### src/rtl/toggle_shift_pipe_pkg.sv
// rtl/toggle_shift_pipe_pkg.sv - shared state encoding and default parameters for toggle_shift_pipe
package toggle_shift_pkg;

    typedef enum logic [1:0] {
        ST_IDLE  = 2'd0,
        ST_RUN   = 2'd1,
        ST_DRAIN = 2'd2
    } tsp_state_t;

    localparam int DEF_CHANNELS = 4;
    localparam int DEF_DEPTH    = 2;
    localparam int DEF_OR_LAT   = 2;

endpackage

### src/rtl/toggle_shift_pipe_delay_line.sv
// rtl/toggle_shift_pipe_delay_line.sv - generic async-reset register chain, STAGES=0 passes through
module tsp_delay_line #(
    parameter int WIDTH  = 4,
    parameter int STAGES = 2
) (
    input  logic             clk,
    input  logic             rst_n,
    input  logic [WIDTH-1:0] din,
    input  logic [WIDTH-1:0] cmp,
    output logic [WIDTH-1:0] dout,
    output logic             head_match
);

    // head_match: every stage except the last equals cmp, so one more shift of
    // an unchanging cmp leaves the whole chain uniform.
    generate
        if (STAGES == 0) begin : g_pass
            logic pass_unused;
            assign pass_unused = ^{clk, rst_n, cmp};
            assign dout        = din;
            assign head_match  = 1'b1;
        end else begin : g_regs
            logic [WIDTH-1:0] stage [STAGES];

            always_ff @(posedge clk or negedge rst_n) begin
                if (!rst_n) begin
                    for (int k = 0; k < STAGES; k++) stage[k] <= '0;
                end else begin
                    stage[0] <= din;
                    for (int k = 1; k < STAGES; k++) stage[k] <= stage[k-1];
                end
            end

            always_comb begin
                head_match = 1'b1;
                for (int k = 0; k < STAGES - 1; k++) begin
                    if (stage[k] != cmp) head_match = 1'b0;
                end
            end

            if (STAGES == 1) begin : g_single
                logic single_unused;
                assign single_unused = ^cmp;
            end

            assign dout = stage[STAGES-1];
        end
    endgenerate

endmodule

### src/rtl/toggle_shift_pipe.sv
// rtl/toggle_shift_pipe.sv - multi-channel toggle/shift/OR pipeline with run/drain FSM; optional FORCE_OVERRIDE_EN tap force
module toggle_shift_pipe
    import toggle_shift_pkg::*;
#(
    parameter int CHANNELS = DEF_CHANNELS,
    parameter int DEPTH    = DEF_DEPTH,
    parameter int OR_LAT   = DEF_OR_LAT
) (
    input  logic                clk,
    input  logic                rst_n,
    input  logic                start,
    input  logic                stop,
    input  logic [CHANNELS-1:0] toggle_en,
`ifdef FORCE_OVERRIDE_EN
    input  logic [CHANNELS-1:0] force_en,
    input  logic [CHANNELS-1:0] force_val,
`endif
    output logic                busy,
    output logic [CHANNELS-1:0] tog_q,
    output logic [CHANNELS-1:0] tap_q,
    output logic [CHANNELS-1:0] chg_pulse,
    output logic [CHANNELS-1:0] or_out
);

    tsp_state_t          state;
    logic [CHANNELS-1:0] tog_next;
    logic [CHANNELS-1:0] stage_tap;
    logic [CHANNELS-1:0] or_in;
    logic                line_settled;
    logic                or_pipe_unused;

    // Stop outranks start in every state; DRAIN leaves once the shift line
    // will hold the frozen toggle value everywhere after this edge.
    always_ff @(posedge clk or negedge rst_n) begin
        if (!rst_n) begin
            state <= ST_IDLE;
            busy  <= 1'b0;
        end else begin
            case (state)
                ST_IDLE: begin
                    if (start && !stop) begin
                        state <= ST_RUN;
                        busy  <= 1'b1;
                    end
                end
                ST_RUN: begin
                    if (stop) state <= ST_DRAIN;
                end
                ST_DRAIN: begin
                    if (stop) begin
                        state <= ST_DRAIN;
                    end else if (start) begin
                        state <= ST_RUN;
                    end else if (line_settled) begin
                        state <= ST_IDLE;
                        busy  <= 1'b0;
                    end
                end
                default: begin
                    state <= ST_IDLE;
                    busy  <= 1'b0;
                end
            endcase
        end
    end

    assign tog_next = (state == ST_RUN) ? (tog_q ^ toggle_en) : tog_q;

    always_ff @(posedge clk or negedge rst_n) begin
        if (!rst_n) begin
            tog_q     <= '0;
            chg_pulse <= '0;
        end else begin
            tog_q     <= tog_next;
            chg_pulse <= tog_next ^ tog_q;
        end
    end

    tsp_delay_line #(
        .WIDTH  (CHANNELS),
        .STAGES (DEPTH)
    ) u_shift_line (
        .clk        (clk),
        .rst_n      (rst_n),
        .din        (tog_q),
        .cmp        (tog_q),
        .dout       (stage_tap),
        .head_match (line_settled)
    );

`ifdef FORCE_OVERRIDE_EN
    // Force only masks the tap; the line underneath keeps shifting.
    assign tap_q = (force_en & force_val) | (~force_en & stage_tap);
`else
    assign tap_q = stage_tap;
`endif

    assign or_in = tog_q | tap_q;

    tsp_delay_line #(
        .WIDTH  (CHANNELS),
        .STAGES (OR_LAT)
    ) u_or_pipe (
        .clk        (clk),
        .rst_n      (rst_n),
        .din        (or_in),
        .cmp        ({CHANNELS{1'b0}}),
        .dout       (or_out),
        .head_match (or_pipe_unused)
    );

endmodule

### config.mk
export PLATFORM = sky130hd
export DESIGN_NAME = toggle_shift_pipe
export DESIGN_NICKNAME = d
export VERILOG_FILES = /design/src/rtl/toggle_shift_pipe_pkg.sv /design/src/rtl/toggle_shift_pipe_delay_line.sv /design/src/rtl/toggle_shift_pipe.sv
export SDC_FILE = /design/constraint.sdc
export NUM_CORES = 1
export LEC_CHECK = 0
export CAP_MARGIN = 20
export CORE_ASPECT_RATIO = 0.9
export CORE_UTILIZATION = 46
export CTS_CLUSTER_DIAMETER = 60
export CTS_CLUSTER_SIZE = 8
export DETAILED_ROUTE_END_ITERATION = 6
export GPL_TIMING_DRIVEN = 1
export PLACE_DENSITY = 0.85
export REMOVE_ABC_BUFFERS = 1
export SLEW_MARGIN = 40
export SYNTH_ARGS = -nofsm -noshare
export SYNTH_HDL_FRONTEND = slang
export SYNTH_SLANG_ARGS = --single-unit
export TNS_END_PERCENT = 50
### constraint.sdc
create_clock -name clk -period 1.6 [get_ports clk]
set_input_delay 0.16 -clock clk [delete_from_list [all_inputs] [get_ports clk]]
set_output_delay 0.16 -clock clk [all_outputs]
set_load 0.03 [all_outputs]
==> impl_metrics.py <==
metrics = {
    "run_status": {
        "outcome": "complete, but fails checks",
        "violations": "design-rule violations",
    },
    "clock_network": {
        "cts_buffer_depth": 2,
        "htree_levels": 1,
        "clk_pin_slew_worst_paths_ns": 0.13,
        "cts_hold_buf": 0,
        "cts_tree": "built",
        "cts_made_buffers": 3,
        "clock-sinks": 27,
        "postCtsSetupBuffers": 0,
        "clockRootBuffer": "clkbuf_4",
        "clk_latency_ns": 0.32,
    },
    "detailed_routing": {
        "drtIter0Drc": 3,
        "antenna_left": 0,
        "drcViolationCount": 2,
        "via_count": 526,
        "wl_per_cell_um": 12.6,
        "drt_first_pass_iters": 5,
        "drt-total-wl_mm": 1.41,
        "drt-vias-per-instance": 4.70,
    },
    "sta": {
        "worstMarginPinSlew_ns": 0.328,
        "whs_ns": 0.183,
        "fmax_mhz": 655,
        "finalClockSkew_ns": 0.00341,
        "report.final.setup_viol": 0,
        "rsz0062_at_grt": "false",
        "post-route-period-util": 0.954,
        "drv_slew": 0,
        "hold_viol_final": 0,
        "period_needed_ns": 1.53,
        "tns_ns": 0,
        "relSlewSlack": 0.778,
    },
    "synth": {
        "synthArstFlopShare": 1.00,
        "synth_area_per_cell_um2": 14.3,
        "synth_top_area_frac": 0.715,
        "ys.flop_type": "dfrtp_1",
        "ys_seq_elements": 27,
        "syn-cell-area_um2": 945,
        "yosysSeqAreaShare": 0.715,
        "yosys_warnings": 0,
        "yosys.area.top_type": "dfrtp_1",
        "syn_inst": 66,
        "synth_edf_count": 0,
        "synth_cell_types": 17,
        "ys_top_cells_by_area": "dfrtp_1 72%, xor2_1 7.4%, buf_4 6.4%, and2_1 2.6%, or2_1 2.0%",
        "yosys-top-cells-count": "27 x dfrtp_1, 8 x buf_4, 8 x xor2_1, 4 x and2_1, 3 x or2_1",
        "synth.most_common_cell": "dfrtp_1",
    },
    "worst_setup_path": {
        "endpoint_kind": "output port",
        "cp_cell_sequence": "clkdlybuf4s50_1",
        "cp.buffers_inverters": 1,
        "r2r.worst_path.cells": 3,
        "crit_fanout": 2,
        "r2r-end": "busy",
        "r2r_start": "tog_q[0]",
        "critical_path.slowest_cell": "clkdlybuf4s50_1",
        "required_ns": 1.44,
        "rrSetupSlack_ns": 0.33,
        "max_stage_delay_ns": 0.67,
        "crit_family": "buffers and inverters",
        "crit_type": "reg2out",
        "cp.arrival_ns": 1.37,
        "startpoint_type": "flip-flop",
    },
    "final_layout": {
        "multi_input_area_um2": 201,
        "area_delta_synth_final_pct": 25.8,
        "num-fill-cells": 168,
        "seqCellArea_um2": 676,
        "layout.nets": 96,
        "insertedDiodeCount": 0,
        "drive_above_1_share": 0.0690,
    },
    "grt": {
        "grt_pass1_vias": 538,
        "grt_pass1_wl_mm": 2.34,
        "antenna_found_initial": 0,
        "track_usage": 0.151,
        "overflow": 0,
        "grt_max_degree": 28,
    },
    "power_and_ir_drop": {
        "vdd_drop_max_uv": 949,
        "powerDensity_nw_per_um2": 1920,
        "leakage_nw": 0.532,
    },
    "floorplanning": {
        "core_um2": 1930,
        "die_y_um": 45.0,
        "std_cell_rows": 15,
        "initial_core_util": 0.489,
        "dieWidth_um": 49.8,
        "io_pins": 25,
        "dieArea_um2": 2240,
    },
    "min_path": {
        "min_path_type": "in2async",
    },
    "placement": {
        "finalWeightedCongestion": 0.729,
        "port_buffers": 24,
    },
    "job": {
        "maxCapViolations": 0,
    },
}
[kinds of logic (layout without fill, tap and decap cells)]
| group | Yosys count | in the layout | share of synthesized area |
|---|---|---|---|
| xor+xnor | 8 | 8 | 0.0742 |
| simple gates | 14 | 14 | 0.0901 |
| flops | 27 | 27 | 0.715 |
| compound gates | 7 | 7 | 0.0490 |
| buf+inv | 10 | 31 | 0.0715 |
[per-stage QoR]
step,util,total power [mW],area [um2],setup WS [ns],cells
after floorplan,-,1.63,885,0.272,58
after global placement,0.602,2.03,1160,0.352,108
after detailed placement,0.602,2.07,1160,0.329,108
after CTS,0.614,2.31,1190,0.0149,112
after global routing,0.615,2.41,1190,0.0290,112
final,0.615,2.28,1190,0.0743,112
[power breakdown]
part	switching (mW)	total, mW	internal, mW	leakage (nW)
logic	0.525	0.889	0.364	0.200
registers	0.173	1.12	0.943	0.314
clock network	0.186	0.280	0.0937	0.0177
[routing by layer]
metal  vias to the layer above  GRT usage  wire [um]
met3                         2     0.0640         91
met1                       257      0.149        603
met4                         0     0.0514         12
li1                        247          -          -
met5                         -          0          0
met2                        20      0.286        700
[how the worst max path moves through the flow]
stage                         start       end  slack, ns  cells past startpoint
3_3_place_gp               tog_q[2]  tog_q[2]       0.35                      1
4_1_cts                        busy      busy       0.01                      1
6_report       u_shift_line.dout[2]  tap_q[2]       0.07                      1
3_5_place_dp               tog_q[0]      busy       0.33                      3
5_1_grt        u_shift_line.dout[2]  tap_q[2]       0.03                      1
2_1_floorplan              tog_q[3]      busy       0.27                      3
[sequential cells by signal, indices dropped and copies added, names as in the netlist]
register                   cells
busy                           1
chg_pulse                      4
u_shift_line.g_regs.stage      4
u_or_pipe.dout                 4
state                          2
tog_q                          4
u_or_pipe.g_regs.stage         4
u_shift_line.dout              4
[worst reg2reg max path: cells and delay by family, from the launching register on]
family	cells	cell delay [ns]
DFF	1	0.46
xor gates and xnor gates	1	0.21
AOI/OAI and AO/OA	2	0.49
[cell usage in the layout, fill, tap and decap left out]
cell,count
and2_1,4
o21ai_0,2
and2b_1,1
nor2_1,1
dlygate4sd2_1,4
clkbuf_4,3
a31oi_1,1
or2_1,3
a21oi_1,1
nor3b_1,1
dlymetal6s2s_1,1
xor2_1,8
nand2_1,1
clkdlybuf4s50_1,19
buf_4,1
clkinv_2,1
nor2b_1,2
dfrtp_1,27
o211ai_1,1
or2_2,1
inv_1,2
o41ai_1,2
[layout make-up]
type                    count  share of cell area
clock buffers               3              0.0189
flip-flops and latches     27               0.568
multi-input cells          29               0.169
well taps                  25              0.0263
clock inverters             1             0.00421
inverters                   2             0.00632
repair buffers             25               0.206
[repair_timing]
item / in CTS / in global routing
gates resized for setup: 4 / 1
pin swaps: 0 / 0
setup endpoints to repair: 4 / 1
No activity file was read; power rests on OpenSTA's default activity.
